==> config.mk <==
export PLATFORM = sky130hd
export DESIGN_NAME = logic_unit_pipe
export DESIGN_NICKNAME = d
export VERILOG_FILES = /design/src/rtl/logic_unit_pkg.sv /design/src/rtl/logic_op_core.sv /design/src/rtl/logic_unit_pipe.sv
export SDC_FILE = /design/constraint.sdc
export NUM_CORES = 1
export LEC_CHECK = 0
export ABC_AREA = 1
export CAP_MARGIN = 20
export CORE_ASPECT_RATIO = 1.4
export CORE_MARGIN = 4
export CORE_UTILIZATION = 55
export DETAILED_ROUTE_END_ITERATION = 8
export DONT_BUFFER_PORTS = 1
export HOLD_SLACK_MARGIN = 0.03
export PLACE_DENSITY_LB_ADDON = 0.1
export SLEW_MARGIN = 20
export SYNTH_ARGS = -nofsm -noshare
export SYNTH_HDL_FRONTEND = slang
export SYNTH_HIERARCHICAL = 1
export SYNTH_SLANG_ARGS = --single-unit
==> constraint.sdc <==
create_clock -name clk -period 1.4 [get_ports clk]
set_input_delay 0 -clock clk [delete_from_list [all_inputs] [get_ports clk]]
set_output_delay 0 -clock clk [all_outputs]
set_load 0.05 [all_outputs]
==> src/rtl/logic_unit_pkg.sv <==
// -----------------------------------------------------------------------------
// logic_unit_pkg
//
// Purpose: shared definitions for the registered logic unit pipeline.
//   - lu_op_e  : 3-bit operation select encoding (OP_AND .. OP_PASS)
//   - LU_DEPTH : number of entries in the output buffer
//   - LU_CNT_W : width of the buffer occupancy counter
//
// No ports; imported by logic_op_core and logic_unit_pipe.
// -----------------------------------------------------------------------------
package logic_unit_pkg;

  // Operation select. All eight codes are meaningful; there is no illegal op.
  typedef enum logic [2:0] {
    OP_AND  = 3'd0,
    OP_OR   = 3'd1,
    OP_NAND = 3'd2,
    OP_NOR  = 3'd3,
    OP_XOR  = 3'd4,
    OP_XNOR = 3'd5,
    OP_NOT  = 3'd6,
    OP_PASS = 3'd7
  } lu_op_e;

  // Output buffer depth and the counter width needed to hold 0..LU_DEPTH.
  localparam int LU_DEPTH = 2;
  localparam int LU_CNT_W = $clog2(LU_DEPTH + 1);

endpackage

==> src/rtl/logic_op_core.sv <==
// -----------------------------------------------------------------------------
// logic_op_core
//
// Purpose: purely combinational WIDTH-bit bitwise logic operation plus
// all-zeros / all-ones flags on the result.
//
// Parameters:
//   WIDTH  - operand/result width in bits
//
// Ports:
//   op      in   3      operation select (lu_op_e encoding)
//   in0     in   WIDTH  operand A
//   in1     in   WIDTH  operand B (ignored for NOT and PASS)
//   result  out  WIDTH  operation result
//   zero    out  1      result is all zeros
//   ones    out  1      result is all ones
// -----------------------------------------------------------------------------
module logic_op_core
  import logic_unit_pkg::*;
#(
  parameter int WIDTH = 8
) (
  input  logic [2:0]       op,
  input  logic [WIDTH-1:0] in0,
  input  logic [WIDTH-1:0] in1,
  output logic [WIDTH-1:0] result,
  output logic             zero,
  output logic             ones
);

  // Operation decode; NOT and PASS only look at in0.
  always_comb begin
    result = '0;
    case (lu_op_e'(op))
      OP_AND:  result = in0 & in1;
      OP_OR:   result = in0 | in1;
      OP_NAND: result = ~(in0 & in1);
      OP_NOR:  result = ~(in0 | in1);
      OP_XOR:  result = in0 ^ in1;
      OP_XNOR: result = ~(in0 ^ in1);
      OP_NOT:  result = ~in0;
      OP_PASS: result = in0;
      default: result = in0;
    endcase
  end

  // Flags are derived from the finished result so they travel with it.
  assign zero = ~|result;
  assign ones = &result;

endmodule

==> src/rtl/logic_unit_pipe.sv <==
// -----------------------------------------------------------------------------
// logic_unit_pipe
//
// Purpose: registered WIDTH-bit bitwise logic unit with a valid/ready input
// handshake and a 2-entry output buffer. A result is computed in the accept
// cycle and written into the buffer at the accept edge; out/out_zero/out_ones
// always come from the registered head entry.
//
// Parameters:
//   WIDTH  - operand/result width (1..64)
//   CNT_W  - width of the optional pop counter
//
// Optional feature (macro LOGIC_UNIT_COUNT_EN):
//   defined   -> op_count port present, counts pops, wraps, cleared by rst_n
//   undefined -> op_count port and counter are absent
//
// Ports:
//   clk        in   1      rising-edge clock
//   rst_n      in   1      asynchronous active-low reset
//   in_valid   in   1      operands and op are valid
//   in_ready   out  1      unit can accept (buffer not full)
//   op         in   3      operation select
//   in0        in   WIDTH  operand A
//   in1        in   WIDTH  operand B
//   out_valid  out  1      head result is valid
//   out_ready  in   1      consumer takes head result
//   out        out  WIDTH  head result
//   out_zero   out  1      head result is all zeros
//   out_ones   out  1      head result is all ones
//   op_count   out  CNT_W  completed pops (LOGIC_UNIT_COUNT_EN only)
// -----------------------------------------------------------------------------
module logic_unit_pipe
  import logic_unit_pkg::*;
#(
  parameter int WIDTH = 8,
  parameter int CNT_W = 16
) (
  input  logic             clk,
  input  logic             rst_n,
  input  logic             in_valid,
  output logic             in_ready,
  input  logic [2:0]       op,
  input  logic [WIDTH-1:0] in0,
  input  logic [WIDTH-1:0] in1,
  output logic             out_valid,
  input  logic             out_ready,
  output logic [WIDTH-1:0] out,
  output logic             out_zero,
  output logic             out_ones
`ifdef LOGIC_UNIT_COUNT_EN
  ,
  output logic [CNT_W-1:0] op_count
`endif
);

  localparam logic [LU_CNT_W-1:0] CNT_EMPTY = '0;
  localparam logic [LU_CNT_W-1:0] CNT_ONE   = LU_CNT_W'(1);
  localparam logic [LU_CNT_W-1:0] CNT_FULL  = LU_CNT_W'(LU_DEPTH);

  // Elaboration-time sanity check on the parameter ranges.
  if (WIDTH < 1 || WIDTH > 64) begin : g_bad_width
    $error("logic_unit_pipe: WIDTH must be in 1..64");
  end
  if (CNT_W < 1) begin : g_bad_cnt_w
    $error("logic_unit_pipe: CNT_W must be at least 1");
  end

  logic [WIDTH-1:0]    core_result;
  logic                core_zero;
  logic                core_ones;

  // Buffer state: head entry drives the outputs directly, tail is the
  // second slot that only holds data while the buffer is full.
  logic [LU_CNT_W-1:0] count;
  logic [WIDTH-1:0]    head_data;
  logic                head_zero;
  logic                head_ones;
  logic [WIDTH-1:0]    tail_data;
  logic                tail_zero;
  logic                tail_ones;

  logic                push;
  logic                pop;

  logic_op_core #(
    .WIDTH (WIDTH)
  ) u_core (
    .op     (op),
    .in0    (in0),
    .in1    (in1),
    .result (core_result),
    .zero   (core_zero),
    .ones   (core_ones)
  );

  // Handshake status decodes only the registered count, so out_ready never
  // reaches in_ready combinationally.
  assign in_ready  = (count != CNT_FULL);
  assign out_valid = (count != CNT_EMPTY);
  assign push      = in_valid & in_ready;
  assign pop       = out_valid & out_ready;

  assign out      = head_data;
  assign out_zero = head_zero;
  assign out_ones = head_ones;

  // Buffer update. A new result goes to the head when the head is free
  // (empty, or being popped with one entry), otherwise to the tail. On a
  // pop from full the tail shifts into the head. When the buffer drains the
  // head registers are left alone so the outputs hold their last value.
  always_ff @(posedge clk or negedge rst_n) begin
    if (!rst_n) begin
      count     <= CNT_EMPTY;
      head_data <= '0;
      head_zero <= 1'b0;
      head_ones <= 1'b0;
      tail_data <= '0;
      tail_zero <= 1'b0;
      tail_ones <= 1'b0;
    end else begin
      case ({push, pop})
        2'b10: begin
          if (count == CNT_EMPTY) begin
            head_data <= core_result;
            head_zero <= core_zero;
            head_ones <= core_ones;
          end else begin
            tail_data <= core_result;
            tail_zero <= core_zero;
            tail_ones <= core_ones;
          end
          count <= count + CNT_ONE;
        end
        2'b01: begin
          if (count == CNT_FULL) begin
            head_data <= tail_data;
            head_zero <= tail_zero;
            head_ones <= tail_ones;
          end
          count <= count - CNT_ONE;
        end
        2'b11: begin
          // Push requires not-full and pop requires not-empty, so the
          // buffer holds exactly one entry here: replace it in place.
          head_data <= core_result;
          head_zero <= core_zero;
          head_ones <= core_ones;
        end
        default: begin
        end
      endcase
    end
  end

`ifdef LOGIC_UNIT_COUNT_EN
  // Completed-pop counter; wraps naturally at 2^CNT_W.
  always_ff @(posedge clk or negedge rst_n) begin
    if (!rst_n) begin
      op_count <= '0;
    end else if (pop) begin
      op_count <= op_count + 1'b1;
    end
  end
`endif

endmodule

==> impl_metrics.env <==
export IMPL_diodes=0
export IMPL_post_dp_cell_area_um2=2490
export IMPL_regArea_um2=552
export IMPL_yosys_warnings=6
export IMPL_setup_violations=9
export IMPL_cp_depth=9
export IMPL_coreArea_um2=4020
export IMPL_initial_utilization_pct=58.6
export IMPL_instances_no_fill=405
export IMPL_die_width_um=63.3
export IMPL_tns_ps=-263
export IMPL_path_delay_family="flip-flops"
export IMPL_yosysSeqAreaShare_pct=23.4
export IMPL_design_area_um2=2800
export IMPL_slew_limit_headroom_pct=67.5
export IMPL_power_w=0.00422
export IMPL_arrival_ps=1670
export IMPL_setup_ws_ps=-60.7
export IMPL_overflow=0
export IMPL_grt_usage_pct=18.9
export IMPL_required_ps=1610
export IMPL_ff2ff_path_depth=9
export IMPL_dp_cells=392
export IMPL_ant_nets=0
export IMPL_io_buffers=0
export IMPL_io_pins=35
export IMPL_htree_levels=1
export IMPL_cts_root_buf="clkbuf_8"
export IMPL_clock_sinks=22
export IMPL_holdPathStages=3
export IMPL_leakagePower_nw=1.48
export IMPL_maxCapViolCount=0
export IMPL_cts_tree="yes"
export IMPL_rsz0062_at_grt="true"
export IMPL_crit_slowest_cell="dfrtp_2"
export IMPL_synthCells=346
export IMPL_worstSetupPathType="flop to flop"
export IMPL_gp_congestion=0.848
export IMPL_cts_made_buffers=3
export IMPL_ys_types=25
export IMPL_drt_iter0_drc=98
export IMPL_nNetsFinal=404
export IMPL_vias_per_cell=5.46
export IMPL_dieArea_um2=5410
export IMPL_status="complete, but fails checks"
export IMPL_finClkSkew_ps=1.88
export IMPL_path_buf_inv=3
export IMPL_clk_latency_ps=270
export IMPL_path_cells="inv_4 > nand2_8 > nand2_8 > inv_4 > ha_4 > buf_12 > o21ai_1 > nand3_1 > nand2_1"
export IMPL_cts_buffer_depth=2
export IMPL_finalCritPeriodShare_pct=104
export IMPL_crit_path_end_kind="flop"
export IMPL_dp_hpwl_mm=3.75
export IMPL_critPathMaxFanout=7
export IMPL_multi_input_area_um2=1610
export IMPL_worstMarginPinSlew_ps=487
export IMPL_area_delta_synth_final_pct=19.1
export IMPL_drive_gt1_share_pct=24.9
export IMPL_failed_checks="setup timing"
export IMPL_fillerInstances=351
export IMPL_pre_cts_ws_ps=-10.3
export IMPL_synth_area_per_cell_um2=6.81
export IMPL_first_global_vias=1967
export IMPL_finalMaxSlewViolations=0
export IMPL_startpoint_type="flop"
export IMPL_worst_path_largest_cell_delay_ps=470
export IMPL_wl_per_cell_um=13.9
export IMPL_pwr_density_cell_nw_per_um2=1500
export IMPL_syn_nets=387
export IMPL_vias=2213
export IMPL_fp_dieH_um=85.4
export IMPL_fmax_mhz=685
export IMPL_antenna_found_initial=0
export IMPL_floorplan_rows=27
export IMPL_hold_path_class="primary input to flop"
export IMPL_synth_seq_cells=22
export IMPL_hold_viol=0
export IMPL_grt_max_degree=29
export IMPL_netlist_area_um2=2350
export IMPL_drc=0
export IMPL_grt_pass1_wl_mm=8.43
export IMPL_drt_wl_total_mm=5.61
export IMPL_ir_drop_uv=580
export IMPL_dr_pass1_iters=4
export IMPL_clkTransAtPathRegs_ps=80
export IMPL_period_minus_slack_ps=1460
metal layers:
layer	GRT usage, %	routed length (µm)
met5	0	0
met4	7.66	102
met3	2.38	258
met2	35.4	3060
met1	21.2	2190
flip-flops by register name, indices dropped and copies added (netlist names):
| register | cells |
|---|---|
| out | 8 |
| tail_data | 8 |
| count | 2 |
| out_ones | 1 |
| out_zero | 1 |
| tail_ones | 1 |
| tail_zero | 1 |
logic make-up (layout without fill, tap and decap cells):
logic type	count (synthesis)	after routing	share of synthesized area [%]
simple gates	203	203	43.6
buf+inv	67	83	14.4
compound gates	34	34	8.34
flops	22	22	23.4
fa+ha+maj	18	18	9.56
xor+xnor	2	2	0.744
tightest hold or removal path, stage by stage:
cell and delay [ps]:
nand2_8 60, ha_4 130, xnor2_1 60
cell type report:
class / count / share of cell area (%)
multi-input combinational: 257 / 57.3
timing repair buffer: 29 / 11.4
sequential: 22 / 19.7
inverter: 50 / 7.14
clock buffer: 3 / 1.47
tap: 43 / 1.92
clock inverter: 1 / 1.07
placed cells by master (no fill, tap or decap), types with 3 or more instances in the layout:
master	instances
buf_12	4
buf_4	19
clkbuf_8	3
dfrtp_1	21
ha_1	16
inv_1	41
inv_2	5
inv_4	3
nand2_1	84
nand2_2	8
nand2_4	3
nand2_8	5
nand3_1	26
nand3_2	10
nand3b_1	11
nand4_1	18
nor2_1	33
o21ai_0	14
o21ai_1	5
o21ai_2	15
Yosys cell counts (all sizes together):
library cell,n,area share (%)
buf,16,6.1
clkbuf,1,0.16
dfrtp,22,23
ha,18,9.6
inv,50,8.2
nand2,100,18
nand3,36,9.6
nand3b,11,3.5
nand4,18,4.8
nor2,38,8.0
o21ai,34,8.3
xnor2,1,0.37
xor2,1,0.37
through the flow:
| stage | util, % | hold WS (ps) |
|---|---|---|
| after global routing | 69.7 | 30.8 |
| after detailed placement | 61.9 | -295 |
| after floorplan | - | -296 |
| after global placement | 61.9 | -295 |
| after CTS | 64.2 | 61.7 |
| final | 69.7 | 19.9 |
path summary, 6_finish.rpt:
| kind | end | from | slack, ps |
|---|---|---|---|
| worst max-delay path | out[4] | count[1] | -60 |
| worst min-delay path | count[0] | out_ready | 20 |
| worst max register to register | out[4] | count[1] | -60 |
| worst min register to register | out[6] | out[6] | 480 |
| max in group asynchronous | tail_data[1] | rst_n | 940 |
| min in group asynchronous | tail_data[0] | rst_n | 40 |
what timing repair did:
item | CTS | global route
pin swaps | 3 | 17
hold buffers | 1 | 0
resized for setup | 1 | 29
cloned | 0 | 2
endpoints found under the setup margin | 9 | 21
setup buffers | 1 | 4
endpoints found under the hold margin | 22 | 0
where the power goes:
group          internal (W)  total (W)  switching, W
registers          0.000877    0.00111      0.000228
logic              0.000999    0.00251       0.00151
clock network      0.000383   0.000605      0.000222
Power figures use the tool's default switching activity.
